**src/rtl/vesa_mode_pkg.sv**
```systemverilog
// vesa_mode_pkg: shared types and constants for the VESA mode controller.
//   vmc_mode_e   - 2-bit mode index (0=640x480, 1=1280x720, 2=1920x1080, 3=off)
//   vmc_timing_t - eight 16-bit timing fields plus H/V sync polarity (1=positive)
//   TIMING_*     - mode table constants; sync_e values are exclusive
package vesa_mode_pkg;

  typedef enum logic [1:0] {
    MODE_VGA   = 2'd0,
    MODE_720P  = 2'd1,
    MODE_1080P = 2'd2,
    MODE_OFF   = 2'd3
  } vmc_mode_e;

  typedef struct packed {
    logic [15:0] h_active;
    logic [15:0] h_total;
    logic [15:0] h_sync_s;
    logic [15:0] h_sync_e;
    logic [15:0] v_active;
    logic [15:0] v_total;
    logic [15:0] v_sync_s;
    logic [15:0] v_sync_e;
    logic        hs_pol;
    logic        vs_pol;
  } vmc_timing_t;

  localparam vmc_timing_t TIMING_VGA = '{
    h_active: 16'd640,  h_total: 16'd800,  h_sync_s: 16'd656,  h_sync_e: 16'd752,
    v_active: 16'd480,  v_total: 16'd525,  v_sync_s: 16'd490,  v_sync_e: 16'd492,
    hs_pol: 1'b0, vs_pol: 1'b0
  };

  localparam vmc_timing_t TIMING_720P = '{
    h_active: 16'd1280, h_total: 16'd1650, h_sync_s: 16'd1390, h_sync_e: 16'd1430,
    v_active: 16'd720,  v_total: 16'd750,  v_sync_s: 16'd725,  v_sync_e: 16'd730,
    hs_pol: 1'b1, vs_pol: 1'b1
  };

  localparam vmc_timing_t TIMING_1080P = '{
    h_active: 16'd1920, h_total: 16'd2200, h_sync_s: 16'd2008, h_sync_e: 16'd2052,
    v_active: 16'd1080, v_total: 16'd1125, v_sync_s: 16'd1084, v_sync_e: 16'd1089,
    hs_pol: 1'b1, vs_pol: 1'b1
  };

  localparam vmc_timing_t TIMING_OFF = '0;

endpackage

```
**src/rtl/vesa_mode_ctrl_if.sv**
```systemverilog
// vesa_mode_ctrl_if: mode-change request handshake.
//   req_valid - request valid (master -> slave)
//   req_mode  - requested mode index (master -> slave)
//   req_ready - request accepted when req_valid && req_ready (slave -> master)
interface vesa_mode_ctrl_if;
  logic       req_valid;
  logic [1:0] req_mode;
  logic       req_ready;

  modport master (output req_valid, output req_mode, input  req_ready);
  modport slave  (input  req_valid, input  req_mode, output req_ready);
endinterface

```
**src/rtl/vesa_mode_rom.sv**
```systemverilog
// vesa_mode_rom: combinational mode-index to timing-table lookup.
//   mode_i   - mode index
//   timing_o - timing values for that mode; all zeros for MODE_OFF
module vesa_mode_rom
  import vesa_mode_pkg::*;
(
  input  vmc_mode_e   mode_i,
  output vmc_timing_t timing_o
);

  always_comb begin
    timing_o = TIMING_OFF;
    case (mode_i)
      MODE_VGA:   timing_o = TIMING_VGA;
      MODE_720P:  timing_o = TIMING_720P;
      MODE_1080P: timing_o = TIMING_1080P;
      default:    timing_o = TIMING_OFF;
    endcase
  end

endmodule

```
**src/rtl/vesa_mode_ctrl.sv**
```systemverilog
// vesa_mode_ctrl: sequences video timing generator mode changes.
// A request is accepted in IDLE or RUN; a running generator is drained to
// the end of its current frame before new timing is loaded, then the block
// waits FRAME_WAIT complete frames before reporting video_ok.
//   clk, rst_n            - pixel clock; reset is asynchronous, active-high
//   req (slave)           - req_valid / req_mode / req_ready handshake
//   gen_h_count/v_count   - counters from the timing generator
//   gen_en, gen_load      - generator enable and one-cycle load strobe
//   gen_* timing, *_pol   - current timing values and sync polarities
//   cur_mode, video_ok    - active mode and timing-stable flag
//   err                   - sticky watchdog error
// Optional feature: define VMC_WATCHDOG_EN to build a DRAIN/START watchdog
// that aborts to IDLE after TIMEOUT_CYCLES without a frame end.
module vesa_mode_ctrl
  import vesa_mode_pkg::*;
#(
  parameter int unsigned FRAME_WAIT     = 2,
  parameter int unsigned TIMEOUT_CYCLES = 2500000
) (
  input  logic               clk,
  input  logic               rst_n,
  vesa_mode_ctrl_if.slave    req,
  input  logic [15:0]        gen_h_count,
  input  logic [15:0]        gen_v_count,
  output logic               gen_en,
  output logic               gen_load,
  output logic [15:0]        gen_h_active,
  output logic [15:0]        gen_h_total,
  output logic [15:0]        gen_h_sync_s,
  output logic [15:0]        gen_h_sync_e,
  output logic [15:0]        gen_v_active,
  output logic [15:0]        gen_v_total,
  output logic [15:0]        gen_v_sync_s,
  output logic [15:0]        gen_v_sync_e,
  output logic               gen_hs_pol,
  output logic               gen_vs_pol,
  output logic [1:0]         cur_mode,
  output logic               video_ok,
  output logic               err
);

  typedef enum logic [2:0] {
    ST_IDLE,
    ST_DRAIN,
    ST_LOAD,
    ST_START,
    ST_RUN
  } state_e;

  state_e      state_q, state_d;
  vmc_mode_e   cur_mode_q, cur_mode_d;
  vmc_mode_e   pend_q, pend_d;
  vmc_mode_e   rom_sel;
  vmc_timing_t timing_q, timing_d;
  vmc_timing_t rom_timing;
  logic [15:0] frame_cnt_q, frame_cnt_d;
  logic        frame_end;
  logic        wd_expired;
  logic        ready_w;

  // State decodes; none of these look at req_valid.
  assign gen_en        = (state_q == ST_DRAIN) || (state_q == ST_START) || (state_q == ST_RUN);
  assign gen_load      = (state_q == ST_LOAD);
  assign video_ok      = (state_q == ST_RUN);
  assign ready_w       = (state_q == ST_IDLE) || (state_q == ST_RUN);
  assign req.req_ready = ready_w;

  assign frame_end = gen_en
                  && (gen_h_count == timing_q.h_total - 16'd1)
                  && (gen_v_count == timing_q.v_total - 16'd1);

  // Timing is registered on the edge entering LOAD, so the new values are
  // already on the outputs during the gen_load cycle.
  assign rom_sel = (state_q == ST_IDLE) ? vmc_mode_e'(req.req_mode) : pend_q;

  vesa_mode_rom u_rom (
    .mode_i   (rom_sel),
    .timing_o (rom_timing)
  );

  always_comb begin
    state_d     = state_q;
    cur_mode_d  = cur_mode_q;
    pend_d      = pend_q;
    timing_d    = timing_q;
    frame_cnt_d = '0;
    unique case (state_q)
      ST_IDLE: begin
        if (req.req_valid && (req.req_mode != MODE_OFF)) begin
          state_d    = ST_LOAD;
          cur_mode_d = vmc_mode_e'(req.req_mode);
          pend_d     = vmc_mode_e'(req.req_mode);
          timing_d   = rom_timing;
        end
      end
      ST_LOAD: begin
        state_d = ST_START;
      end
      ST_START: begin
        frame_cnt_d = frame_cnt_q;
        if (frame_end) begin
          if ((32'(frame_cnt_q) + 32'd1) >= FRAME_WAIT) begin
            state_d = ST_RUN;
          end
          if (frame_cnt_q != '1) begin
            frame_cnt_d = frame_cnt_q + 16'd1;
          end
        end
      end
      ST_RUN: begin
        if (req.req_valid && (req.req_mode != cur_mode_q)) begin
          pend_d  = vmc_mode_e'(req.req_mode);
          state_d = ST_DRAIN;
        end
      end
      ST_DRAIN: begin
        if (frame_end) begin
          if (pend_q == MODE_OFF) begin
            state_d    = ST_IDLE;
            cur_mode_d = MODE_OFF;
            timing_d   = TIMING_OFF;
          end else begin
            state_d    = ST_LOAD;
            cur_mode_d = pend_q;
            timing_d   = rom_timing;
          end
        end
      end
      default: begin
        state_d = ST_IDLE;
      end
    endcase
    if (wd_expired) begin
      state_d    = ST_IDLE;
      cur_mode_d = MODE_OFF;
      timing_d   = TIMING_OFF;
    end
  end

  always_ff @(posedge clk or posedge rst_n) begin
    if (rst_n) begin
      state_q     <= ST_IDLE;
      cur_mode_q  <= MODE_OFF;
      pend_q      <= MODE_OFF;
      timing_q    <= TIMING_OFF;
      frame_cnt_q <= '0;
    end else begin
      state_q     <= state_d;
      cur_mode_q  <= cur_mode_d;
      pend_q      <= pend_d;
      timing_q    <= timing_d;
      frame_cnt_q <= frame_cnt_d;
    end
  end

`ifdef VMC_WATCHDOG_EN
  logic [31:0] wd_cnt_q, wd_cnt_d;
  logic        err_q, err_d;

  assign wd_expired = ((state_q == ST_DRAIN) || (state_q == ST_START))
                   && !frame_end
                   && (wd_cnt_q == TIMEOUT_CYCLES - 32'd1);

  // Held at zero outside DRAIN/START, which also gives the clear on entry.
  always_comb begin
    wd_cnt_d = '0;
    if (((state_q == ST_DRAIN) || (state_q == ST_START)) && !frame_end && !wd_expired) begin
      wd_cnt_d = wd_cnt_q + 32'd1;
    end
  end

  always_comb begin
    err_d = err_q;
    if (wd_expired) begin
      err_d = 1'b1;
    end else if (req.req_valid && ready_w) begin
      err_d = 1'b0;
    end
  end

  always_ff @(posedge clk or posedge rst_n) begin
    if (rst_n) begin
      wd_cnt_q <= '0;
      err_q    <= 1'b0;
    end else begin
      wd_cnt_q <= wd_cnt_d;
      err_q    <= err_d;
    end
  end

  assign err = err_q;
`else
  // TIMEOUT_CYCLES only matters when the watchdog is built in.
  logic unused_timeout;
  assign unused_timeout = ^TIMEOUT_CYCLES;
  assign wd_expired     = 1'b0;
  assign err            = 1'b0;
`endif

  assign cur_mode     = cur_mode_q;
  assign gen_h_active = timing_q.h_active;
  assign gen_h_total  = timing_q.h_total;
  assign gen_h_sync_s = timing_q.h_sync_s;
  assign gen_h_sync_e = timing_q.h_sync_e;
  assign gen_v_active = timing_q.v_active;
  assign gen_v_total  = timing_q.v_total;
  assign gen_v_sync_s = timing_q.v_sync_s;
  assign gen_v_sync_e = timing_q.v_sync_e;
  assign gen_hs_pol   = timing_q.hs_pol;
  assign gen_vs_pol   = timing_q.vs_pol;

endmodule

```
**src/flat_wrapper.sv**
```systemverilog
// flat-port wrapper written by rule: the top's interface ports become plain ports
module vesa_mode_ctrl_flat import vesa_mode_pkg::*;
#(
  parameter int unsigned FRAME_WAIT     = 2,
  parameter int unsigned TIMEOUT_CYCLES = 2500000
)
  (clk, rst_n, gen_h_count, gen_v_count, gen_en, gen_load, gen_h_active, gen_h_total, gen_h_sync_s, gen_h_sync_e, gen_v_active, gen_v_total, gen_v_sync_s, gen_v_sync_e, gen_hs_pol, gen_vs_pol, cur_mode, video_ok, err, req_req_valid, req_req_mode, req_req_ready);
  vesa_mode_ctrl_if req_i ();
  input  logic clk;
  input  logic rst_n;
  input  logic [15:0] gen_h_count;
  input  logic [15:0] gen_v_count;
  output logic gen_en;
  output logic gen_load;
  output logic [15:0] gen_h_active;
  output logic [15:0] gen_h_total;
  output logic [15:0] gen_h_sync_s;
  output logic [15:0] gen_h_sync_e;
  output logic [15:0] gen_v_active;
  output logic [15:0] gen_v_total;
  output logic [15:0] gen_v_sync_s;
  output logic [15:0] gen_v_sync_e;
  output logic gen_hs_pol;
  output logic gen_vs_pol;
  output logic [1:0] cur_mode;
  output logic video_ok;
  output logic err;
  input wire logic [$bits(req_i.req_valid)-1:0] req_req_valid;
  input wire logic [$bits(req_i.req_mode)-1:0] req_req_mode;
  output wire logic [$bits(req_i.req_ready)-1:0] req_req_ready;
  assign req_i.req_valid = req_req_valid;
  assign req_i.req_mode = req_req_mode;
  assign req_req_ready = req_i.req_ready;
  vesa_mode_ctrl #(.FRAME_WAIT(FRAME_WAIT), .TIMEOUT_CYCLES(TIMEOUT_CYCLES)) u_core (.clk(clk), .rst_n(rst_n), .req(req_i), .gen_h_count(gen_h_count), .gen_v_count(gen_v_count), .gen_en(gen_en), .gen_load(gen_load), .gen_h_active(gen_h_active), .gen_h_total(gen_h_total), .gen_h_sync_s(gen_h_sync_s), .gen_h_sync_e(gen_h_sync_e), .gen_v_active(gen_v_active), .gen_v_total(gen_v_total), .gen_v_sync_s(gen_v_sync_s), .gen_v_sync_e(gen_v_sync_e), .gen_hs_pol(gen_hs_pol), .gen_vs_pol(gen_vs_pol), .cur_mode(cur_mode), .video_ok(video_ok), .err(err));
endmodule
```
**config.mk**
```make
export PLATFORM = sky130hd
export DESIGN_NAME = vesa_mode_ctrl_flat
export DESIGN_NICKNAME = d
export VERILOG_FILES = /design/src/rtl/vesa_mode_pkg.sv /design/src/rtl/vesa_mode_ctrl_if.sv /design/src/rtl/vesa_mode_rom.sv /design/src/rtl/vesa_mode_ctrl.sv /design/src/flat_wrapper.sv
export SDC_FILE = /design/constraint.sdc
export NUM_CORES = 1
export LEC_CHECK = 0
export CAP_MARGIN = 20
export CORE_UTILIZATION = 30
export CTS_CLUSTER_DIAMETER = 200
export DETAILED_ROUTE_END_ITERATION = 7
export GPL_TIMING_DRIVEN = 0
export PLACE_DENSITY = 0.69
export REMOVE_ABC_BUFFERS = 1
export SYNTH_ARGS = -nofsm -noshare
export SYNTH_HDL_FRONTEND = slang
export SYNTH_SLANG_ARGS = --single-unit
```
**constraint.sdc**
```tcl
create_clock -name clk -period 3.2 [get_ports clk]
set_input_delay 0.64 -clock clk [delete_from_list [all_inputs] [get_ports clk]]
set_output_delay 0.64 -clock clk [all_outputs]
set_load 0.01 [all_outputs]
```
==> impl_metrics.prom, run 1 <==
# TYPE chip_impl_metric gauge
chip_impl_info{name="status",value="finished with violations"} 1
chip_impl_info{name="violations",value="design-rule violations"} 1
chip_impl_metric{name="finalWorstSetupSlack",unit="ns"} 0.0118
chip_impl_metric{name="drt_pass1_iterations",unit=""} 8
chip_impl_metric{name="gpl.final_weighted_congestion",unit=""} 0.805
chip_impl_metric{name="core_area",unit="mm²"} 0.0116
chip_impl_metric{name="worstHoldPathCells",unit=""} 2
chip_impl_metric{name="synth-compound-area-share",unit=""} 0.142
chip_impl_info{name="layout_commonest_cell",value="sky130_fd_sc_hd__clkdlybuf4s50_1"} 1
chip_impl_metric{name="totalWireLength",unit="mm"} 9.54
chip_impl_metric{name="number_of_buffers_on_the_longest_clock_path",unit=""} 2
chip_impl_info{name="crit_path_cell_trace",value="inv_6, ha_4, or4b_4, buf_6, o31a_1, a2111oi_4, and4bb_1, nand4_1, buf_6, or3_4, mux2i_1"} 1
chip_impl_info{name="critPathSlowestCell",value="sky130_fd_sc_hd__dfrtp_4"} 1
chip_impl_info{name="worstSetupStartpoint",value="u_core.gen_h_total[10]$_DFFE_PP0P_"} 1
chip_impl_metric{name="antenna_cells",unit=""} 0
chip_impl_metric{name="fp.dieW",unit="µm"} 112
chip_impl_metric{name="holdBufCountCts",unit=""} 0
chip_impl_metric{name="cts_made_buffers",unit=""} 5
chip_impl_metric{name="wire_per_inst",unit="µm"} 14.5
chip_impl_metric{name="fp.dieH",unit="µm"} 112
chip_impl_metric{name="grt_remaining_overflow",unit=""} 0
chip_impl_info{name="cts_tree",value="yes"} 1
chip_impl_metric{name="final_setup_skew",unit="ns"} 0.00287
chip_impl_info{name="timing.rr.end",value="u_core.frame_cnt_q[13]$_DFFE_PP0P_"} 1
chip_impl_metric{name="design.portCount",unit=""} 174
chip_impl_info{name="synth_top_family_by_area",value="buffers and inverters"} 1
chip_impl_metric{name="netlist_instances",unit=""} 449
chip_impl_info{name="worst-setup-path-type",value="register to register"} 1
chip_impl_info{name="most-common-layout-cells",value="sky130_fd_sc_hd__clkdlybuf4s50_1 (117), sky130_fd_sc_hd__conb_1 (56), sky130_fd_sc_hd__nor2_1 (23), sky130_fd_sc_hd__dfrtp_1 (20), sky130_fd_sc_hd__buf_4 (19)"} 1
chip_impl_metric{name="p_leak",unit="nW"} 1.90
chip_impl_metric{name="row_count",unit=""} 39
chip_impl_metric{name="avgSynthCellArea",unit="µm²"} 8.06
chip_impl_metric{name="dpl_cell_area",unit="mm²"} 0.00419
chip_impl_info{name="worstHoldPathType",value="register to register"} 1
chip_impl_metric{name="ctsHtreeMaxLevel",unit=""} 2
chip_impl_metric{name="antenna_found_initial",unit=""} 0
chip_impl_metric{name="fin_area",unit="mm²"} 0.00465
chip_impl_info{name="grt_setup_unrepaired",value="true"} 1
chip_impl_metric{name="power_per_cell_area",unit="mW/mm²"} 217
chip_impl_metric{name="ys_ff_latch",unit=""} 30
chip_impl_metric{name="detailed_place_hpwl",unit="mm"} 6.50
chip_impl_metric{name="synth.area.mux_share",unit=""} 0.0529
chip_impl_metric{name="initial_core_util",unit=""} 0.313
chip_impl_metric{name="share_of_the_clock_period_used_by_the_worst_path_after_layout",unit=""} 0.996
chip_impl_metric{name="worst-r2r-cell-count",unit=""} 11
chip_impl_metric{name="worst_skew_pair.late_latency",unit="ns"} 0.28
chip_impl_metric{name="antenna_left",unit=""} 0
chip_impl_metric{name="final_nets",unit=""} 558
chip_impl_metric{name="viasPerCell",unit=""} 4.80
chip_impl_metric{name="grt_start_max_net_pins",unit=""} 29
chip_impl_metric{name="cp_slowest_stage_delay",unit="ns"} 0.50
chip_impl_metric{name="asyncSetResetFlopFracSynth",unit=""} 1.00
chip_impl_metric{name="max-vdd-ir-drop",unit="µV"} 266
chip_impl_metric{name="post_synth_xor_area_fraction",unit=""} 0.0363
chip_impl_metric{name="cts_sinks",unit=""} 30
chip_impl_metric{name="synth_edf_count",unit=""} 0
chip_impl_metric{name="timing_worst_slew_pin_value",unit="ns"} 0.685
chip_impl_metric{name="max_slew_margin",unit=""} 0.542
chip_impl_metric{name="ys_warn_count",unit=""} 0
chip_impl_metric{name="synth_simple_gate_area_frac",unit=""} 0.234
chip_impl_info{name="critical_path_endpoint_category",value="register"} 1
chip_impl_info{name="synth_area_leaders",value="sky130_fd_sc_hd__buf_4 (26%), sky130_fd_sc_hd__dfrtp_1 (18%), sky130_fd_sc_hd__dfstp_2 (2.9%)"} 1
chip_impl_info{name="timing.hold.worst.start",value="u_core.cur_mode[1]$_DFFE_PP1P_"} 1
chip_impl_info{name="cpMostUsedCell",value="sky130_fd_sc_hd__buf_6"} 1
chip_impl_info{name="hold_end",value="u_core.cur_mode[1]$_DFFE_PP1P_"} 1
chip_impl_metric{name="final-hold-violation-count",unit=""} 0
chip_impl_metric{name="r2r_slack",unit="ns"} 0.01
chip_impl_metric{name="gr-usage-all-layers",unit=""} 0.144
chip_impl_metric{name="cp_data_required_time",unit="ns"} 3.36
chip_impl_metric{name="synth_area",unit="mm²"} 0.00362
chip_impl_metric{name="die_area",unit="mm²"} 0.0125
chip_impl_metric{name="place_worst_setup_slack",unit="ns"} -1.60
chip_impl_metric{name="synth-seq-area-share",unit=""} 0.209
chip_impl_metric{name="report.final.slew_viol_count",unit=""} 0
chip_impl_metric{name="route.detailed.drc",unit=""} 10
chip_impl_info{name="ys.flop_type",value="sky130_fd_sc_hd__dfrtp_1"} 1
chip_impl_metric{name="drv_cap",unit=""} 0
chip_impl_metric{name="synth_cell_types",unit=""} 62
chip_impl_metric{name="synth_adder_area_share",unit=""} 0.0277
chip_impl_metric{name="finalSetupViolations",unit=""} 0
chip_impl_metric{name="synth_largest_type_area_fraction",unit=""} 0.257
chip_impl_metric{name="period_minus_slack",unit="ns"} 3.19
chip_impl_metric{name="place.port_buffers",unit=""} 117
chip_impl_info{name="netlist.top_cell.by_area",value="sky130_fd_sc_hd__buf_4"} 1
chip_impl_metric{name="first_global_vias",unit=""} 2802
chip_impl_info{name="root_buffer",value="sky130_fd_sc_hd__clkbuf_16"} 1
chip_impl_metric{name="initialDrtViolationCount",unit=""} 215
chip_impl_metric{name="cp_data_arrival_time",unit="ns"} 3.35
chip_impl_metric{name="routed_via_count",unit=""} 3155
chip_impl_metric{name="clk_pin_slew",unit="ns"} 0.05
chip_impl_info{name="worst_r2r_startpoint",value="u_core.gen_h_total[10]$_DFFE_PP0P_"} 1
chip_impl_metric{name="max_freq",unit="GHz"} 0.314
chip_impl_metric{name="syn_to_final_growth",unit="%"} 28.4
chip_impl_metric{name="wire_length_of_the_first_global_routing_pass",unit="mm"} 14.4
chip_impl_metric{name="critical_path_peak_fanout",unit=""} 6
chip_impl_metric{name="fraction_of_layout_instances_using_a_drive_strength_above_1",unit=""} 0.132
chip_impl_info{name="crit_path_start_kind",value="register"} 1
==> power by group <==
part	internal, mW	total [mW]	switching (mW)
clock	0.307	0.474	0.167
combinational	0.0698	0.148	0.0787
sequential	0.383	0.386	0.00274
total	0.760	1.01	0.249
==> worst max-delay path by stage <==
stage,to,slack (ns),cells after the start
after CTS,u_core.cur_mode[1]$_DFFE_PP1P_,0.02,11
after global routing,u_core.frame_cnt_q[13]$_DFFE_PP0P_,-0.07,11
after floorplan,u_core.frame_cnt_q[13]$_DFFE_PP0P_,-1.28,9
after global placement,u_core.frame_cnt_q[13]$_DFFE_PP0P_,-1.48,9
after detailed placement,u_core.frame_cnt_q[13]$_DFFE_PP0P_,-1.60,9
final,u_core.frame_cnt_q[13]$_DFFE_PP0P_,0.01,11
==> per-layer routing <==
layer | wire length [µm] | vias up | global-route usage
met5 | 0 | - | 0
met4 | 159 | 0 | 0.0450
met3 | 479 | 12 | 0.0229
met2 | 4790 | 106 | 0.245
met1 | 4110 | 1495 | 0.185
li1 | - | 1542 | -
==> sequential cells by signal, summed over array words and instances, names as in the netlist <==
register             cells
u_core.pend_q            2
u_core.gen_h_active      2
u_core.gen_v_sync_e      1
u_core.gen_h_total       4
u_core.state_q           3
u_core.frame_cnt_q      16
u_core.cur_mode          2
==> repair_timing <==
item,in CTS,in global routing
setup buffers,15,8
pin swaps,7,3
gates cloned,1,1
resized for setup,24,10
setup endpoints to repair,28,22
==> synth_stat cells (3+ instances only) <==
library cell	n
sky130_fd_sc_hd__buf_4	124
sky130_fd_sc_hd__dfrtp_1	26
sky130_fd_sc_hd__nor2_1	23
sky130_fd_sc_hd__a21oi_1	19
sky130_fd_sc_hd__inv_1	18
sky130_fd_sc_hd__nand2_1	17
sky130_fd_sc_hd__o21ai_0	16
sky130_fd_sc_hd__nand3_1	15
sky130_fd_sc_hd__or3_1	13
sky130_fd_sc_hd__nor3_1	11
sky130_fd_sc_hd__clkbuf_1	10
sky130_fd_sc_hd__mux2i_1	9
sky130_fd_sc_hd__ha_1	8
sky130_fd_sc_hd__nand4_1	8
sky130_fd_sc_hd__xor2_1	8
sky130_fd_sc_hd__nor4_1	7
sky130_fd_sc_hd__xnor2_1	7
sky130_fd_sc_hd__a31oi_1	6
sky130_fd_sc_hd__and4_1	6
sky130_fd_sc_hd__buf_2	6
sky130_fd_sc_hd__nand2b_1	6
sky130_fd_sc_hd__mux2_1	5
sky130_fd_sc_hd__o31ai_1	5
sky130_fd_sc_hd__a211oi_1	4
sky130_fd_sc_hd__and3_1	4
sky130_fd_sc_hd__dfstp_2	4
sky130_fd_sc_hd__mux2_2	4
sky130_fd_sc_hd__nor2b_1	4
sky130_fd_sc_hd__nor3b_1	4
sky130_fd_sc_hd__or4_1	4
sky130_fd_sc_hd__a22oi_1	3
sky130_fd_sc_hd__and2_1	3
sky130_fd_sc_hd__nand3b_1	3
sky130_fd_sc_hd__o211ai_1	3
==> critical path, delay by kind of cell (launching register included) <==
kind                     cells  cell delay [ns]
adder cells (fa/ha/maj)      1             0.13
multiplexers                 1             0.12
AO/OA/AOI/OAI                2             0.59
AND/OR/NAND/NOR              4             1.31
flip-flops                   1             0.50
buffers and inverters        3             0.43
==> through the flow <==
stage	util	hold WS, ns	total power [mW]	cells	TNS [ns]
after CTS	0.394	0.498	1.01	648	0
final	0.402	0.498	1.01	657	0
after floorplan	-	0.486	0.468	363	-28.57
after global routing	0.402	0.508	1.05	657	-0.440
after detailed placement	0.363	0.489	0.535	624	-32.35
after global placement	0.360	0.484	0.528	623	-28.99
==> cell type report <==
| class | count | area [µm²] |
|---|---|---|
| well taps | 143 | 179 |
| repair buffers | 142 | 1390 |
| multi-input cells | 316 | 2080 |
| clock inverters | 2 | 12.5 |
| inverters | 18 | 75.1 |
| flip-flops and latches | 30 | 773 |
| clock buffers | 6 | 139 |
| fillers | 1124 | 6920 |
==> kinds of logic (layout without fill, tap and decap cells) <==
logic type               after synthesis  count (layout)
other                                  1              56
AO/OA/AOI/OAI                         76              76
adder cells (fa/ha/maj)                8               8
flip-flops                            30              30
buffers and inverters                159             168
XOR/XNOR                              15              15
multiplexers                          18              18
AND/OR/NAND/NOR                      142             143
Power figures use the tool's default switching activity.
==> run 2: changes to the inputs <==
==> constraint.sdc (replaced) <==
create_clock -name clk -period 3.2 [get_ports clk]
set_input_delay 0.48 -clock clk [delete_from_list [all_inputs] [get_ports clk]]
set_output_delay 0.48 -clock clk [all_outputs]
set_load 0.01 [all_outputs]
==> results of run 2 <==
The final DEF is identical to that of run 1. Status: finished with violations: design-rule violations.
